<file path="config.mk">
export PLATFORM = sky130hd
export DESIGN_NAME = alsu_flat
export DESIGN_NICKNAME = d
export VERILOG_FILES = /design/src/rtl/alsu_if.sv /design/src/rtl/alsu.sv /design/src/flat_wrapper.sv
export SDC_FILE = /design/constraint.sdc
export NUM_CORES = 1
export LEC_CHECK = 0
export ABC_AREA = 1
export CAP_MARGIN = 10
export CORE_UTILIZATION = 45
export DETAILED_ROUTE_END_ITERATION = 10
export PLACE_DENSITY = 0.82
export SYNTH_ARGS = -nofsm -noshare
export SYNTH_HDL_FRONTEND = slang
export SYNTH_SLANG_ARGS = --single-unit
</file>
<file path="constraint.sdc">
create_clock -name clk -period 3.95 [get_ports clk]
set_clock_uncertainty 0.1 [all_clocks]
set_input_delay 0.79 -clock clk [delete_from_list [all_inputs] [get_ports clk]]
set_output_delay 0.79 -clock clk [all_outputs]
set_load 0.1 [all_outputs]
</file>
<file path="src/rtl/alsu_if.sv">
// Switch/LED bundle of the ALSU. The board side drives operands and controls,
// and the ALSU returns the registered result and the invalid-operation LED bank.
interface alsu_if #(
  parameter int BITS = 3
);
  logic              cin;
  logic              SI;
  logic              sh_left;
  logic              red_op_A;
  logic              red_op_B;
  logic              pass_A;
  logic              pass_B;
  logic [BITS-1:0]   A;
  logic [BITS-1:0]   B;
  logic [2:0]        opcode;
  logic [15:0]       leds;
  logic [2*BITS-1:0] out;

  modport master (
    output cin, SI, sh_left, red_op_A, red_op_B, pass_A, pass_B, A, B, opcode,
    input  leds, out
  );

  modport slave (
    input  cin, SI, sh_left, red_op_A, red_op_B, pass_A, pass_B, A, B, opcode,
    output leds, out
  );
endinterface

</file>
<file path="src/rtl/alsu.sv">
// Registered arithmetic-logic-shift unit: inputs are captured on one edge and
// the 2*BITS result and invalid-operation LEDs are registered on the next.
module alsu #(
  parameter int BITS           = 3,
  parameter     INPUT_PRIORITY = "A",
  parameter     FULL_ADDER     = "ON"
) (
  input logic   clk,
  input logic   rstn,
  alsu_if.slave bus
);
  localparam int OUT_W = 2 * BITS;
  localparam bit PRIO_A = (INPUT_PRIORITY == "A");
  localparam bit USE_CIN = (FULL_ADDER == "ON");

  typedef enum logic [2:0] {
    OP_AND = 3'b000,
    OP_XOR = 3'b001,
    OP_ADD = 3'b010,
    OP_MUL = 3'b011,
    OP_SHF = 3'b100,
    OP_ROT = 3'b101,
    OP_BAD0 = 3'b110,
    OP_BAD1 = 3'b111
  } opcode_e;

  logic [BITS-1:0] a_r, b_r;
  logic            cin_r, si_r, sh_left_r;
  logic            red_a_r, red_b_r, pass_a_r, pass_b_r;
  opcode_e         opcode_r;

  logic [OUT_W-1:0] out_r, next_out;
  logic [15:0]      leds_r, next_leds;
  logic             invalid;
  logic             use_b_red;

  // NOTE: sequential state uses non-blocking assignments so every register
  // samples the pre-edge value of the others, independent of statement order.
  always_ff @(posedge clk or negedge rstn) begin
    if (!rstn) begin
      a_r       <= '0;
      b_r       <= '0;
      cin_r     <= 1'b0;
      si_r      <= 1'b0;
      sh_left_r <= 1'b0;
      red_a_r   <= 1'b0;
      red_b_r   <= 1'b0;
      pass_a_r  <= 1'b0;
      pass_b_r  <= 1'b0;
      opcode_r  <= OP_AND;
      out_r     <= '0;
      leds_r    <= '0;
    end else begin
      a_r       <= bus.A;
      b_r       <= bus.B;
      cin_r     <= bus.cin;
      si_r      <= bus.SI;
      sh_left_r <= bus.sh_left;
      red_a_r   <= bus.red_op_A;
      red_b_r   <= bus.red_op_B;
      pass_a_r  <= bus.pass_A;
      pass_b_r  <= bus.pass_B;
      opcode_r  <= opcode_e'(bus.opcode);
      out_r     <= next_out;
      leds_r    <= next_leds;
    end
  end

  // Reduction flags are only legal with AND/XOR; anything else is invalid.
  assign invalid = (opcode_r == OP_BAD0) || (opcode_r == OP_BAD1) ||
                   ((red_a_r || red_b_r) && (opcode_r != OP_AND) && (opcode_r != OP_XOR));
  assign use_b_red = red_b_r && (!red_a_r || !PRIO_A);

  // NOTE: every output of this block gets a default first, so no path can
  // leave a value unassigned and infer a latch.
  always_comb begin
    next_out  = '0;
    next_leds = '0;
    if (pass_a_r && pass_b_r) begin
      next_out = PRIO_A ? OUT_W'(a_r) : OUT_W'(b_r);
    end else if (pass_a_r) begin
      next_out = OUT_W'(a_r);
    end else if (pass_b_r) begin
      next_out = OUT_W'(b_r);
    end else if (invalid) begin
      next_leds = ~leds_r;
    end else begin
      case (opcode_r)
        OP_AND: begin
          if (use_b_red)    next_out = OUT_W'(&b_r);
          else if (red_a_r) next_out = OUT_W'(&a_r);
          else              next_out = OUT_W'(a_r & b_r);
        end
        OP_XOR: begin
          if (use_b_red)    next_out = OUT_W'(^b_r);
          else if (red_a_r) next_out = OUT_W'(^a_r);
          else              next_out = OUT_W'(a_r ^ b_r);
        end
        OP_ADD: next_out = OUT_W'(a_r) + OUT_W'(b_r) + OUT_W'(USE_CIN && cin_r);
        OP_MUL: next_out = OUT_W'(a_r) * OUT_W'(b_r);
        OP_SHF: next_out = sh_left_r ? {out_r[OUT_W-2:0], si_r}
                                     : {si_r, out_r[OUT_W-1:1]};
        OP_ROT: next_out = sh_left_r ? {out_r[OUT_W-2:0], out_r[OUT_W-1]}
                                     : {out_r[0], out_r[OUT_W-1:1]};
        default: next_out = '0;
      endcase
    end
  end

  assign bus.out  = out_r;
  assign bus.leds = leds_r;
endmodule

</file>
<file path="src/flat_wrapper.sv">
// flat-port wrapper written by rule: the top's interface ports become plain ports
module alsu_flat 
#(
  parameter int BITS           = 3,
  parameter     INPUT_PRIORITY = " ",
  parameter     FULL_ADDER     = "  "
)
  (clk, rstn, bus_cin, bus_SI, bus_sh_left, bus_red_op_A, bus_red_op_B, bus_pass_A, bus_pass_B, bus_A, bus_B, bus_opcode, bus_leds, bus_out);
  alsu_if #(.BITS(BITS)) bus_i ();
  input logic clk;
  input logic rstn;
  input wire logic [$bits(bus_i.cin)-1:0] bus_cin;
  input wire logic [$bits(bus_i.SI)-1:0] bus_SI;
  input wire logic [$bits(bus_i.sh_left)-1:0] bus_sh_left;
  input wire logic [$bits(bus_i.red_op_A)-1:0] bus_red_op_A;
  input wire logic [$bits(bus_i.red_op_B)-1:0] bus_red_op_B;
  input wire logic [$bits(bus_i.pass_A)-1:0] bus_pass_A;
  input wire logic [$bits(bus_i.pass_B)-1:0] bus_pass_B;
  input wire logic [$bits(bus_i.A)-1:0] bus_A;
  input wire logic [$bits(bus_i.B)-1:0] bus_B;
  input wire logic [$bits(bus_i.opcode)-1:0] bus_opcode;
  output wire logic [$bits(bus_i.leds)-1:0] bus_leds;
  output wire logic [$bits(bus_i.out)-1:0] bus_out;
  assign bus_i.cin = bus_cin;
  assign bus_i.SI = bus_SI;
  assign bus_i.sh_left = bus_sh_left;
  assign bus_i.red_op_A = bus_red_op_A;
  assign bus_i.red_op_B = bus_red_op_B;
  assign bus_i.pass_A = bus_pass_A;
  assign bus_i.pass_B = bus_pass_B;
  assign bus_i.A = bus_A;
  assign bus_i.B = bus_B;
  assign bus_i.opcode = bus_opcode;
  assign bus_leds = bus_i.leds;
  assign bus_out = bus_i.out;
  alsu #(.BITS(BITS), .INPUT_PRIORITY(INPUT_PRIORITY), .FULL_ADDER(FULL_ADDER)) u_core (.clk(clk), .rstn(rstn), .bus(bus_i));
endmodule
</file>
After elaboration in Yosys (flattened, before gate mapping)
Cells that the tools add are included.

Word-level logic and storage cells: 51. Output and inout port bits: 22. Register bits: 37. RAM bits: 0. Bits in read-only memories: 0. Memories kept: 0. Input bits: 18. Latch bits: 0.

Divide/modulo/power cells: 0. Magnitude comparators: 0. Multiplexer cells: 15. Shift operators: 0. Multipliers: 1. Bitwise logic cells: 3. Reductions and logical operators: 12. Eq/ne operators: 8. $add $sub $neg: 1.

Operators by type and width (number): $mux 16 (4); $mux 6 (10); $pmux 6 s6 (1); $not 16->16 (1); $eq 3x3->1 const B (4); $eq 3x2->1 const B (2); $mul 3x3->6 (1); $reduce_and 3->1 (2); $reduce_xor 3->1 (2); $add 3x3->4 (1); $and 3x3->3 (1); $eq 3x1->1 const B (1); $logic_and 1x1->1 (3); $logic_not 3->1 (1); $logic_or 1x1->1 (3); $ne 3x1->1 const B (1); $reduce_bool 3->1 (1); $xor 3x3->3 (1).

Depth between registers and ports, before layout
Depth in word-level cells: 8. Mapped depth: 11.

Worst setup path after synthesis
OpenSTA, ideal clock, no wires.

Path type: register to register. From: register u_core.b_r[1]. To: register u_core.out_r[4], in the netlist u_core.bus.out[4]. Setup time: 120 ps. Arrival time: 1987 ps. Path buffers: 0. Stages on the path, launching flop included: 9. Slack: 1743 ps. Path through: dfrtp_1 > ha_1 > xnor2_1 > ha_1 > ha_1 > fa_1 > xnor2_1 > a2bb2oi_1 > nor2_1.

Word-level cells in the longest chain between the ends: 6.

Ends and longest elaborated chain: from (decl) (RTL line alsu.sv:27) `logic [BITS-1:0] a_r, b_r;`; from (signal assigned) (RTL line alsu.sv:55) `b_r <= bus.B;`; $mul 3x3->6 (RTL line alsu.sv:100) `OP_MUL: next_out = OUT_W'(a_r) * OUT_W'(b_r);`; $pmux 6 s6 (RTL line alsu.sv:88) `case (opcode_r)`; $mux 6 (RTL line alsu.sv:85) `end else if (invalid) begin`; $mux 6 (RTL line alsu.sv:83) `end else if (pass_b_r) begin`; $mux 6 (RTL line alsu.sv:81) `end else if (pass_a_r) begin`; $mux 6 (RTL line alsu.sv:79) `if (pass_a_r && pass_b_r) begin`; net u_core.next_out[4] (RTL line alsu.sv:32) `logic [OUT_W-1:0] out_r, next_out;`; to (signal assigned) (RTL line alsu.sv:64) `out_r <= next_out;`; to (decl) (RTL line alsu.sv:32).

The timed path passes the listed nets, and every way through them passes these cells.

Final worst setup path
From: register u_core.leds_r[5], in the netlist u_core.bus.leds[5]. To: output port bus_leds[5].

RTL lines: from (decl) (RTL line alsu.sv:33) `logic [15:0] leds_r, next_leds;`; from (signal assigned) (RTL line alsu.sv:65) `leds_r <= next_leds;`; to (decl) (RTL line flat_wrapper.sv:22) `output wire logic [$bits(bus_i.leds)-1:0] bus_leds;`.

No word-level cell between the ends.

==> reports/metrics.csv <==
metric,value,unit
h-tree-depth,2,
yosys.area_share.simple,24.0,%
multiInputGateArea,798,um2
synth_seq_area_share,50.4,%
dr.pass1.iters,4,
vias,1494,
powerDensity,424,mW/mm2
start_util,48.4,%
dp_hpwl,2.87,mm
clk_pin_slew,70,ps
cts.sinks,37,
synth_cell_type_count,25,
synth_compound_area_share,7.62,%
path_delay_family,buffers and inverters,
drive_above_1_share,9.64,%
peakVddDrop,0.340,mV
use_met2,34.3,%
path_cells,clkdlybuf4s50_1,
syn_nets,236,
rsz0062_at_grt,false,
finalNetCount,280,
gp_congestion,0.858,
hold_class,register to register,
final_hold_viol_count,0,
fin_tns_setup,0,ps
slew_headroom,33.9,%
diodes,0,
seqCellArea,926,um2
busiest_layer,met2,
wl,3.93,mm
ant_nets,0,
wl_per_cell,13.2,um
overflow,0,
cts-root-buf,clkbuf_8,
core,0.00380,mm2
io_buffers,38,
ios,40,
worstHoldPathCells,1,
min_period_over_period,68.9,%
synth_fa_ha_area_share,10.3,%
cp_max_fo,2,
cts_tree,done,
fmax,368,MHz
min-delay-start,u_core.bus.leds[3],
syn_to_final_growth,30.8,%
ctsResizeCount,0,
holdPathEnd,u_core.bus.leds[3],
grt_pass1_vias,1531,
ys_top_cells_by_area,"dfrtp_1 50%, ha_1 8.2%, nand2_1 7.8%",
yosys_warnings,0,
min_period,2720,ps
status,"complete, no violations",
cts_max_path_buffers,2,
power_leakage,0.00119,uW
slowest_delay,1150,ps
use_met3,5.17,%
fin_cells,297,
reg2reg_to,u_core.bus.out[4],
drc,0,
use_met1,25.6,%
syn_area,0.00184,mm2
track_usage,20.5,%
p_total,1020,uW
ys_seq_elements,37,
synth.area.mux_share,0,%
cp_data_arrival_time,1830,ps
cts_hold_buffers,0,
avgViaCountPerCell,5.03,
path_buf_inv,1,
cp-start-kind,register,
crit_required,3060,ps
r2r_start,u_core.b_r[1],
reg2reg_depth,8,
fill_cells,339,
grt_start_max_net_pins,38,
syn_avg_cell_area,9.01,um2
numCtsBuffers,5,
dp.cells,289,
antenna_found_initial,0,
clk_latency,280,ps
die_area,0.00434,mm2
synth_top_family_by_area,simple AND/OR/NAND/NOR gates,
setup_violations,0,
critPathKind,register to primary output,
worst_path_max_delay_cell,clkdlybuf4s50_1,
synth_xor_area_share,1.43,%
post_cts_buffers,0,
synth.top_cell.area_share,50.4,%
die_w,65.9,um
maxSlewViolCount,0,
maxCapViolCount,0,
timing.hold.ws,324,ps
yosys.area.top_type,dfrtp_1,
drtIter0Drc,84,
tightest_slew,988,ps
syn_inst,204,
end_kind,primary output,
row_count,22,
grt_pass1_wl,6.64,mm
die_h,65.9,um
rrSetupSlack,1530,ps
## Yosys cell counts
cell type and count:
nand4_1 1, a21oi_1 13, o21ai_0 4, nor2_1 29
nand2_1 38, inv_2 1, nand3_4 1, o211ai_1 3
ha_1 12, o21ai_2 1, xnor2_1 3, nand3b_1 1
a2bb2oi_1 1, dfrtp_1 37, nor3_1 1, nor2_2 9
a31o_2 1, inv_1 25, buf_6 1, nor2_4 1
nand3_1 16, or2_2 1, buf_2 1, fa_1 2
o22ai_1 1
## per-layer routing
layer	share of wire (%)	routed length (um)
met5	0	0
met3	6.6	258
met4	2.0	79
met2	51	2020
met1	40	1580
## power breakdown
group	switching, uW	internal [uW]	total (uW)
clock network	128	251	379
registers	22.4	399	421
logic	152	66.1	218
## placed cells by master (no fill, tap or decap)
| cell type | instances |
|---|---|
| xnor2_1 | 3 |
| o22ai_1 | 1 |
| dfrtp_1 | 37 |
| a21oi_1 | 13 |
| nand3b_1 | 1 |
| or2_2 | 1 |
| a2bb2oi_1 | 1 |
| buf_4 | 1 |
| o21ai_0 | 4 |
| o211ai_1 | 3 |
| nor2_2 | 9 |
| a31o_2 | 1 |
| inv_2 | 1 |
| nand3_4 | 1 |
| nand3_1 | 16 |
| clkbuf_8 | 5 |
| ha_1 | 12 |
| nor3_1 | 1 |
| inv_1 | 25 |
| nor2_1 | 29 |
| nor2_4 | 1 |
| fa_1 | 2 |
| clkdlybuf4s50_1 | 38 |
| nand2_1 | 38 |
| o21ai_2 | 1 |
| nand4_1 | 1 |
| clkinv_2 | 1 |
| bufinv_16 | 2 |
## registers in the layout (all words and copies together), names as in the netlist, 3 cells and up
| signal | flops |
|---|---|
| u_core.bus.leds | 16 |
| u_core.bus.out | 6 |
| u_core.a_r | 3 |
| u_core.b_r | 3 |
| u_core.opcode_r | 3 |
## kinds of logic after synthesis
| family | after synthesis |
|---|---|
| flip-flops | 37 |
| AO/OA/AOI/OAI | 24 |
| AND/OR/NAND/NOR | 98 |
| buffers and inverters | 28 |
| adder cells (fa/ha/maj) | 14 |
| XOR/XNOR | 3 |
## stage by stage
step	worst slack, ps	cell area, um2	utilization (%)
4_1_cts	1210	2400	63.3
3_5_place_dp	1540	2270	59.7
6_report	1230	2400	63.3
2_1_floorplan	1740	1840	-
3_3_place_gp	1540	2270	59.7
5_1_grt	1190	2400	63.3
## cell type report
| cell class | count | area share (%) |
|---|---|---|
| Clock buffer | 5 | 2.86 |
| Multi-Input combinational cell | 139 | 33.2 |
| Timing Repair Buffer | 39 | 16.1 |
| Tap cell | 48 | 2.50 |
| Clock inverter | 3 | 2.71 |
| Inverter | 26 | 4.06 |
| Sequential cell | 37 | 38.5 |
## worst max-delay path by stage
stage,startpoint,end,slack (ps),cells after the start
after floorplan,u_core.b_r[1],u_core.bus.out[4],1740,8
after global placement,u_core.bus.leds[5],bus_leds[5],1540,1
after detailed placement,u_core.b_r[1],u_core.bus.out[4],1540,8
after CTS,u_core.bus.leds[7],bus_leds[7],1210,1
after global routing,u_core.bus.leds[7],bus_leds[7],1190,1
final,u_core.bus.leds[5],bus_leds[5],1230,1
No activity file was read; power rests on OpenSTA's default activity.
